**src/rtl/program_loader.sv**
```systemverilog
// program_loader: pulls an instruction section and then a data section from a
// valid/ready word stream. Each word is written into the processor's memories
// through the new_instruction/add_into/wr_en/wr_addr load port. The processor
// is then released with start_signal, either automatically or on run_req.
//
// state  | meaning
// -------+-------------------------------------------------------------
// IDLE   | waiting for load_req; counts and add_into hold their last values
// LOAD_I | accepting instruction words, add_into=0
// GAP1   | idle gap between sections; add_into flips to 1 on exit
// LOAD_D | accepting data words, add_into=1
// GAP2   | idle gap before the processor is started
// ARMED  | load complete, waiting for run_req (manual start only)
// RUN    | start_signal high until the processor reports end_signal
// ERROR  | a section overflowed its memory; sticky until the next load_req
module program_loader #(
    parameter int WIDTH      = 32,
    parameter int IMEM_DEPTH = 64,
    parameter int DMEM_DEPTH = 64,
    parameter int GAP_CYCLES = 1,
    parameter int AUTO_START = 1,
    localparam int MAX_DEPTH = (IMEM_DEPTH > DMEM_DEPTH) ? IMEM_DEPTH : DMEM_DEPTH,
    localparam int AW        = (MAX_DEPTH > 1) ? $clog2(MAX_DEPTH) : 1,
    localparam int ICW       = $clog2(IMEM_DEPTH + 1),
    localparam int DCW       = $clog2(DMEM_DEPTH + 1)
) (
    input  logic             clk,
    input  logic             reset,
    input  logic             load_req,
    input  logic             run_req,
    input  logic             in_valid,
    output logic             in_ready,
    input  logic [WIDTH-1:0] in_data,
    input  logic             in_last,
    output logic [WIDTH-1:0] new_instruction,
    output logic             add_into,
    output logic             wr_en,
    output logic [AW-1:0]    wr_addr,
    output logic             start_signal,
    input  logic             end_signal,
    output logic             busy,
    output logic             error,
    output logic [ICW-1:0]   instr_count,
    output logic [DCW-1:0]   data_count
);

    typedef enum logic [2:0] {
        S_IDLE,
        S_LOAD_I,
        S_GAP1,
        S_LOAD_D,
        S_GAP2,
        S_ARMED,
        S_RUN,
        S_ERROR
    } state_t;

    // The gap counter is loaded with GAP_CYCLES and the state is left once it
    // reaches zero, so start_signal rises 1+GAP_CYCLES edges after the last
    // data beat.
    localparam logic [3:0]     GAP_LOAD = 4'(GAP_CYCLES);
    localparam logic [ICW-1:0] I_FULL   = ICW'(IMEM_DEPTH);
    localparam logic [DCW-1:0] D_FULL   = DCW'(DMEM_DEPTH);

    state_t     state;
    logic [3:0] gap_cnt;
    logic       beat;

    // Ready and busy are decoded straight from the state register.
    always_comb begin
        in_ready = (state == S_LOAD_I) || (state == S_LOAD_D);
        busy     = !((state == S_IDLE) || (state == S_ERROR));
        beat     = in_valid && in_ready;
    end

    // Sequencer: section loading, gaps, start/stop and overflow detection.
    always_ff @(posedge clk) begin
        if (reset) begin
            state           <= S_IDLE;
            gap_cnt         <= '0;
            new_instruction <= '0;
            add_into        <= 1'b0;
            wr_en           <= 1'b0;
            wr_addr         <= '0;
            start_signal    <= 1'b0;
            error           <= 1'b0;
            instr_count     <= '0;
            data_count      <= '0;
        end else begin
            wr_en <= 1'b0;
            case (state)
                S_IDLE, S_ERROR: begin
                    if (load_req) begin
                        state       <= S_LOAD_I;
                        instr_count <= '0;
                        data_count  <= '0;
                        add_into    <= 1'b0;
                        error       <= 1'b0;
                    end
                end
                S_LOAD_I: begin
                    if (beat) begin
                        if (instr_count == I_FULL) begin
                            // Overflowing word is dropped without a write.
                            state <= S_ERROR;
                            error <= 1'b1;
                        end else begin
                            new_instruction <= in_data;
                            wr_addr         <= AW'(instr_count);
                            wr_en           <= 1'b1;
                            instr_count     <= instr_count + ICW'(1);
                            if (in_last) begin
                                state   <= S_GAP1;
                                gap_cnt <= GAP_LOAD;
                            end
                        end
                    end
                end
                S_GAP1: begin
                    if (gap_cnt == 4'd0) begin
                        state    <= S_LOAD_D;
                        add_into <= 1'b1;
                    end else begin
                        gap_cnt <= gap_cnt - 4'd1;
                    end
                end
                S_LOAD_D: begin
                    if (beat) begin
                        if (data_count == D_FULL) begin
                            state <= S_ERROR;
                            error <= 1'b1;
                        end else begin
                            new_instruction <= in_data;
                            wr_addr         <= AW'(data_count);
                            wr_en           <= 1'b1;
                            data_count      <= data_count + DCW'(1);
                            if (in_last) begin
                                state   <= S_GAP2;
                                gap_cnt <= GAP_LOAD;
                            end
                        end
                    end
                end
                S_GAP2: begin
                    if (gap_cnt == 4'd0) begin
                        if (AUTO_START != 0) begin
                            state        <= S_RUN;
                            start_signal <= 1'b1;
                        end else begin
                            state <= S_ARMED;
                        end
                    end else begin
                        gap_cnt <= gap_cnt - 4'd1;
                    end
                end
                S_ARMED: begin
                    if (run_req) begin
                        state        <= S_RUN;
                        start_signal <= 1'b1;
                    end
                end
                S_RUN: begin
                    if (end_signal) begin
                        state        <= S_IDLE;
                        start_signal <= 1'b0;
                    end
                end
                default: begin
                    state <= S_IDLE;
                end
            endcase
        end
    end

endmodule

```
**config.mk**
```make
export PLATFORM = sky130hd
export DESIGN_NAME = program_loader
export DESIGN_NICKNAME = d
export VERILOG_FILES = /design/src/rtl/program_loader.sv
export SDC_FILE = /design/constraint.sdc
export NUM_CORES = 1
export LEC_CHECK = 0
export BUFFER_PORTS_ARGS = -buffer_cell sky130_fd_sc_hd__buf_2
export CORE_MARGIN = 2
export CORE_UTILIZATION = 50
export DETAILED_ROUTE_END_ITERATION = 8
export MAX_ROUTING_LAYER = met4
export PLACE_DENSITY = 0.9
export RECOVER_POWER = 25
export SETUP_SLACK_MARGIN = 0.2
export SYNTH_ARGS = -nofsm -noshare
export SYNTH_HDL_FRONTEND = slang
export SYNTH_SLANG_ARGS = --single-unit
```
**constraint.sdc**
```tcl
create_clock -name clk -period 5.7 [get_ports clk]
set_input_delay 0.855 -clock clk [delete_from_list [all_inputs] [get_ports clk]]
set_output_delay 0.855 -clock clk [all_outputs]
set_load 0.02 [all_outputs]
```
# Word-level counts from Yosys, hierarchy flattened

Cells that the tools add are included.

Flip-flop bits (word level): 63
Input bits: 39
Output and inout port bits: 58
Word-level logic and storage cells: 111

Add/subtract/negate cells: 3
Eq/ne operators: 23
Mux-type cells: 52
Reduce and logical (&&, ||, !) cells: 23

Operators with widths:

| kind                                                                    | number |
|---|---|
| 32-bit two-way mux                                                      | 4 |
| 32-bit one-hot mux with 2 select lines                                  | 1 |
| 7-bit two-way mux                                                       | 5 |
| 3-bit two-way mux                                                       | 11 |
| 7-bit one-hot mux with 2 select lines                                   | 2 |
| 4-bit two-way mux                                                       | 6 |
| 6-bit two-way mux                                                       | 4 |
| 3-bit one-hot mux with 7 select lines                                   | 1 |
| 2-bit inequality test, second input constant                            | 10 |
| 7-bit by 1-bit adder with 7-bit output, second input constant           | 2 |
| 7-bit == test, second input constant                                    | 2 |
| 3-bit == test, second input constant                                    | 4 |
| 1-bit two-way mux                                                       | 12 |
| 4-bit one-hot mux with 3 select lines                                   | 1 |
| 6-bit one-hot mux with 2 select lines                                   | 1 |
| 4-bit AND reduction                                                     | 3 |
| 6-bit AND reduction                                                     | 2 |
| 9-bit AND reduction                                                     | 1 |
| 3-bit nonzero test                                                      | 3 |
| 2-bit nonzero test                                                      | 4 |
| 3-bit by 2-bit == test with 1-bit output, second input constant         | 2 |
| 3-bit by 2-bit inequality test with 1-bit output, second input constant | 2 |
| 1-bit one-hot mux with 3 select lines                                   | 2 |
| 5-bit AND reduction                                                     | 1 |
| other kinds (11)                                                        | 15 |

# Logic depth before layout (Yosys ltp)

Gate-level depths: netlist of the first run.

Depth in word-level cells: 5
Mapped depth: 9

# Least setup slack after synthesis of the first run

No wires, ideal clock.

Path kind: register to register
Start: reg instr_count[2]
End: reg wr_addr[4]
Library setup time: 0.140 ns
Arrival time: 1.978 ns
Data required time: 5.560 ns
Path slack: 3.582 ns
Cell stages (with the launch flop): 8
Path buffers: 2
Path through: dfxtp_1 -> or4_4 -> or3_4 -> and4_4 -> buf_6 -> buf_6 -> nor2_1 -> a211oi_2

Word-level cells in the longest chain between the ends: 3

RTL lines:

| element                                | line | source |
|---|---|---|
| from (decl)                            | 43   | `output logic [ICW-1:0] instr_count,` |
| from (signal assigned)                 | 111  | `instr_count <= instr_count + ICW'(1);` |
| 7-bit == test                          | 103  | `if (instr_count == I_FULL) begin` |
| 2-bit inequality test (no source line) | -    |  |
| 5-bit AND reduction (no source line)   | -    |  |
| to (signal assigned)                   | 109  | `wr_addr <= AW'(instr_count);` |
| to (signal assigned)                   | 134  | `wr_addr <= AW'(data_count);` |
| to (decl)                              | 38   | `output logic [AW-1:0] wr_addr,` |

Every way passes these cells.
A chain may end at the register's enable or synchronous reset.

# Final worst setup path of the first run

Start: reg state[0]
End: out in_ready

Word-level cells in the longest chain between the ends: 2

RTL lines:

| element                                                                                              | line | source |
|---|---|---|
| from (decl)                                                                                          | 65   | `state_t state;` |
| from (signal assigned)                                                                               | 79   | `state <= S_IDLE;` |
| from (signal assigned)                                                                               | 94   | `state <= S_LOAD_I;` |
| from (signal assigned)                                                                               | 105  | `state <= S_ERROR;` |
| 3-bit by 1-bit == test with 1-bit output or 3-bit by 2-bit == test with 1-bit output (tied branches) | 71   | `in_ready = (state == S_LOAD_I) \|\| (state == S_LOAD_D);` |
| 1-bit logical OR (*)                                                                                 | 71   |  |
| to (decl)                                                                                            | 32   | `output logic in_ready,` |

Mark *: on every way between the ends. The rest lies on a longest branch, timed or not.

==> results.ini, run 1 <==
[timing]
slew_headroom_pct = 36.07
finalHoldViolCount = 0
fmax_mhz = 399.1
fin_ws_ns = 3.194
fin_crit_sh_pct = 43.96
fin_crit_ns = 2.506
worst_pin_slew_ns = 0.9589
skew_ns = 0.01156
setup_violations = 0
finalSetupTns_ns = 0
slew_viol_final = 0
grt_setup_unrepaired = no

[yosys]
seq_area_frac_synth_pct = 44.84
ys_warn_count = 0
synth_nets = 389
async_flop_share_pct = 0
yosysTopAreaCell = dfxtp_1
yosysMostFrequentCell = nand2_1
synth_common_cells = nand2_1 (75), dfxtp_1 (63), a21oi_1 (47)
synth_top_area_share_pct = 44.84
synth_area_um2 = 2813
syn_avg_cell_area_um2 = 8.153
synth_edf_count = 0
synth-seq-cells = 63
synthCells = 345
ys_top_cells_by_area = dfxtp_1 (45%), nand2_1 (10%), a21oi_1 (8.4%)
yosysUniqueCellTypes = 44
synthFlopType = dfxtp_1

[critical_path]
reg2reg_slack_ns = 3.31
reg2reg_from = state[0]
crit_start = state[0]
worstPathArrival_ns = 1.65
crit_path_start_kind = register
crit_end = in_ready
cp.required_ns = 4.85
r2r_end = data_count[0]
worstSetupPathType = reg -> out
cp_max_fo = 19
end_kind = output pin
reg2reg_depth = 5

[cts]
htreeDepth = 3
cts_hold_buffers = 0
postCtsSetupRepairBufs = 0
cts_num_sinks = 63
ctsResizeCount = 0
clk_path_buf_depth = 2
clkTransAtPathRegs_ns = 0.07
insertion_delay_ns = 0.34
cts_tree = yes
cts_buffers = 9
root_buffer = clkbuf_8

[placement]
place_ws_ns = 3.264
port_buffers = 96
gp_congestion = 0.9169
post-dp-hpwl_um = 4796

[power_and_ir_drop]
leakagePower_uw = 0.001354
fin_total_pwr_uw = 1328
power.density_nw_per_um2 = 389.8
ir_drop_v = 0.0002475

[detailed_routing]
dr.first_iter.drc_count = 213
drc = 0
postRouteAntennaNets = 0
wl_per_cell_um = 13.87
vias = 2692
avgViaCountPerCell = 5.320
routed_wl_um = 7020
dr.pass1.iters = 5

[final_layout]
fin_nets = 473
antennaDiodeCount = 0
fill_cells = 500
final_layout_size_suffix_gt1_share_pct = 21.66
area_growth_pct = 21.13
final_util_pct = 62.25

[floorplanning]
core_um2 = 5473
ios = 97
die_w_um = 79
die_area_um2 = 6241
fp-row-count = 27
die_h_um = 79
initial_core_util_pct = 51.39

[status]
status = completed

[global_routing]
grt_pass1_vias = 2429
grt_start_max_net_pins = 51
grt-ovfl-total = 0
antenna_found_initial = 0
grtUsageTotal_pct = 23.25
grt_pass1_wl_um = 11170

[worst_hold_path]
min_path_type = reg -> reg
min-delay-start = new_instruction[7]

[flow_run]
cap_viol_max_count = 0

[per-layer routing]
layer	routed length, um	track usage (%)	share of wire (%)
met1	2940	28.92	42
met2	3556	35.93	51
met3	360	5.568	5.1
met4	163	10.69	2.3
met5	0	-	0
[flip-flops by register name, summed over array words and instances (netlist names)]
signal           cells
instr_count          7
wr_addr              6
state                3
new_instruction     32
error                1
wr_en                1
start_signal         1
gap_cnt              4
data_count           7
add_into             1
[how the worst min path moves through the flow]
stage,depth (start not counted),end,slack (ns)
6_report,2,new_instruction[7],0.45
5_1_grt,2,new_instruction[13],0.48
4_1_cts,2,new_instruction[20],0.45
3_5_place_dp,2,new_instruction[20],0.44
3_3_place_gp,2,new_instruction[26],0.44
2_1_floorplan,2,gap_cnt[1],0.46
[where the power goes]
part           switching [uW]  leakage [uW]  internal [uW]  total, uW
sequential               61.6      0.000511            501        563
combinational             280      0.000758            148        427
clock                     169     0.0000853            169        338
[cell type report]
| class | count | area [um^2] | share of cell area [%] |
|---|---|---|---|
| clock buffer | 11 | 141.4 | 4.150 |
| clock inverter | 5 | 33.78 | 0.9916 |
| inverter | 11 | 41.29 | 1.212 |
| multi-input combinational | 248 | 1395 | 40.95 |
| sequential | 63 | 1261 | 37.02 |
| tap | 72 | 90.09 | 2.644 |
| timing repair buffer | 96 | 444.2 | 13.04 |
[cells by family after synthesis]
family          count (synthesis)  share of synthesized area, %
compound gates                 79                         17.88
xor+xnor                       11                         3.426
fa+ha+maj                       5                         2.224
buf+inv                        34                         5.560
flops                          63                         44.84
mux                             7                         2.491
simple gates                  146                         23.58
[placed cells by master, fill, tap and decap left out, types with 2 or more instances in the layout]
master,n
nand2_1,75
buf_2,67
nand2b_1,2
and3_1,2
nor3b_1,2
xor2_1,9
nor2_1,32
o211ai_1,4
nor3_1,9
inv_1,11
a211oi_2,6
a21oi_1,47
clkbuf_8,10
o2111ai_1,2
o221a_2,2
clkbuf_1,30
mux2i_1,7
xnor2_1,2
clkinvlp_4,2
or3_1,3
a31oi_1,3
o21ai_0,7
ha_1,5
dfxtp_1,63
nand4_1,4
nand3_1,4
nand3b_1,3
clkinv_2,2
o21a_1,2
[worst max-delay path: stages, from the launching register on]
cell	delay (ns)
dfxtp_1	0.67
nand2b_1	0.21
inv_1	0.22
buf_2	0.21
[through the flow]
stage               hold slack [ns]  cell area, um^2  std cells
floorplan                    0.4626             2813        345
global placement             0.4394             3268        490
detailed placement           0.4433             3268        490
CTS                          0.4536             3443        506
global route                 0.4751             3407        506
finish                       0.4535             3407        506
No activity file was read; power rests on OpenSTA's default activity.
==> run 2, diff against run 1 <==
- CORE_UTILIZATION: 50 -> 45
- PLACE_DENSITY: 0.9 -> 0.86
- clock period: 5.7 -> 2.2 ns (I/O delays scaled with it)
==> run 2 against run 1 <==
Total power grew to 2.8 times the previous value; non-clock buffer count is 14 higher; first-iteration DRC count is 19% lower; die area is 11% higher; via count is 3.6% higher; sequential power grew to 2.6 times the previous value; global-route usage is 2.2 points lower; critical endpoint is now new_instruction[8]; highest routed layer unchanged.
==> results.ini, run 2 (synthesis gave the netlist of run 1 again) <==
[cts]
cts_tree = yes
root_buffer = clkbuf_8
insertion_delay_ns = 0.34  ; about the same
clk_path_buf_depth = 2  ; unchanged
cts_num_sinks = 63  ; unchanged
htreeDepth = 3  ; unchanged
clkTransAtPathRegs_ns = 0.07  ; about the same
cts_buffers = 9  ; unchanged

[final_layout]
fill_cells = 549  ; +9.8%
final_layout_size_suffix_gt1_share_pct = 30.67  ; +9.0 points
final_cell_mix = nand2_1 (67), buf_2 (66), dfxtp_1 (59)
stdcell_count = 525  ; +3.8%
area_growth_pct = 33.23
reg.largest.list = new_instruction: 32 flops, data_count: 7 flops, instr_count: 7 flops
layout_commonest_cell = nand2_1
fin_nets = 489  ; +3.4%
stdcell_area_um2 = 3747  ; +10%
antennaDiodeCount = 0  ; unchanged
regMostFlops = new_instruction
largest_reg_flops = 32  ; unchanged

[critical_path]
cp_max_fo = 16  ; -3
reg2reg_slack_ns = 0.19  ; -3.12 ns
end_kind = register
cp.required_ns = 2.46  ; -2.39 ns
crit_path_start_kind = register
worstSetupPathType = reg -> reg
worstPathArrival_ns = 2.27  ; +0.62 ns

[detailed_routing]
dr.first_iter.drc_count = 173  ; -19%
drc = 0  ; unchanged
vias = 2788  ; +3.6%
wl_per_cell_um = 14.61  ; +5.3%
avgViaCountPerCell = 5.310  ; -0.18%
dr.pass1.iters = 4  ; -1
postRouteAntennaNets = 0  ; unchanged
routed_wl_um = 7669  ; +9.2%

[global_routing]
grt_pass1_wl_um = 11720  ; +4.9%
antenna_found_initial = 0  ; unchanged
grt_start_max_net_pins = 50  ; -2.0%
grtUsageTotal_pct = 21.03  ; -2.2 points
grt-ovfl-total = 0  ; unchanged
grt_pass1_vias = 2572  ; +5.9%

[power_and_ir_drop]
power.density_nw_per_um2 = 1006  ; +160%
ir_drop_v = 0.0006154  ; +150%
leakagePower_uw = 0.001491  ; +10%

[floorplanning]
die_h_um = 83.06  ; +5.1%
fp-row-count = 28  ; +3.7%
die_area_um2 = 6899  ; +11%
ios = 97  ; unchanged
core_um2 = 5991  ; +9.5%
die_w_um = 83.06  ; +5.1%
initial_core_util_pct = 46.95  ; -4.4 points

[timing]
grt_setup_unrepaired = yes
setup_violations = 0  ; unchanged
finalSetupTns_ns = 0  ; unchanged
finalHoldViolCount = 0  ; unchanged
fin_crit_sh_pct = 91.17
skew_ns = 0.005494  ; -0.006067 ns
fin_crit_ns = 2.006
worst_pin_slew_ns = 0.6573  ; -0.3016 ns
slew_viol_final = 0  ; unchanged
slew_headroom_pct = 55.88  ; +20 points
fmax_mhz = 498.5

[placement]
port_buffers = 96  ; unchanged
place_area_um2 = 3349  ; +2.5%
dp.cells = 501  ; +2.2%
post-dp-hpwl_um = 4769  ; -0.56%
gp_congestion = 0.8345  ; -9.0%

[status]
status = completed

[worst_hold_path]
min_path_type = in -> reg

[flow_run]
cap_viol_max_count = 0  ; unchanged

[run 2: critical path, cell delays in order, from the launching register on]
cell and delay, ns:
dfxtp_4 0.36, or4_4 0.57, or3_4 0.41, nand4_4 0.19
clkbuf_16 0.20, nand2_1 0.06, a21oi_1 0.13
[run 2: routing by layer]
layer	routed length, um	vias to the layer above	track usage, %
li1	-	1387	-
met4	81	0	5.216
met1	3333	1304	25.42
met2	3825	87	34.38
met5	0	-	-
met3	429	10	6.461
[run 2: layout make-up]
class                           instances  area [um^2]  share of cell area, %
Clock buffer                           10        137.6                  3.673
Inverter                               11        41.29                  1.102
Multi-Input combinational cell        250         1530                  40.83
Clock inverter                          6        60.06                  1.603
Sequential cell                        63         1271                  33.92
Timing Repair Buffer                  110        613.1                  16.36
Tap cell                               75        93.84                  2.504
[run 2: timing repair]
action | CTS | global route
pin swaps | 0 | 17
hold buffers | 0 | 0
gates cloned | 1 | 4
gates resized for setup | 1 | 33
setup buffers | 0 | 3
setup endpoints to repair | 23 | 47
endpoints found under the hold margin | 0 | 0
[run 2: through the flow]
| step | hold slack (ns) | power, uW | utilization [%] | setup WS [ns] |
|---|---|---|---|---|
| CTS | 0.2124 | 3641 | 59.40 | 0.1955 |
| detailed placement | 0.4467 | 2635 | 55.91 | 0.1407 |
| global route | 0.2079 | 3994 | 62.55 | 0.1120 |
| floorplan | 0.4626 | 2306 | - | 0.1968 |
| global placement | 0.4397 | 2600 | 55.91 | 0.1991 |
| finish | 0.2266 | 3770 | 62.55 | 0.1942 |
[run 2: final timing paths]
check	from	end	cells after the start
hold / removal	in_data[16]	new_instruction[16]	3
setup reg to reg	instr_count[3]	new_instruction[8]	6
setup / recovery	instr_count[3]	new_instruction[8]	6
hold reg to reg	new_instruction[5]	new_instruction[5]	2
[run 2: power breakdown]
part	internal, uW	total (uW)	switching, uW
clock	547	1000	453
combinational	507	1310	807
sequential	1300	1460	156
total	2350	3770	1420
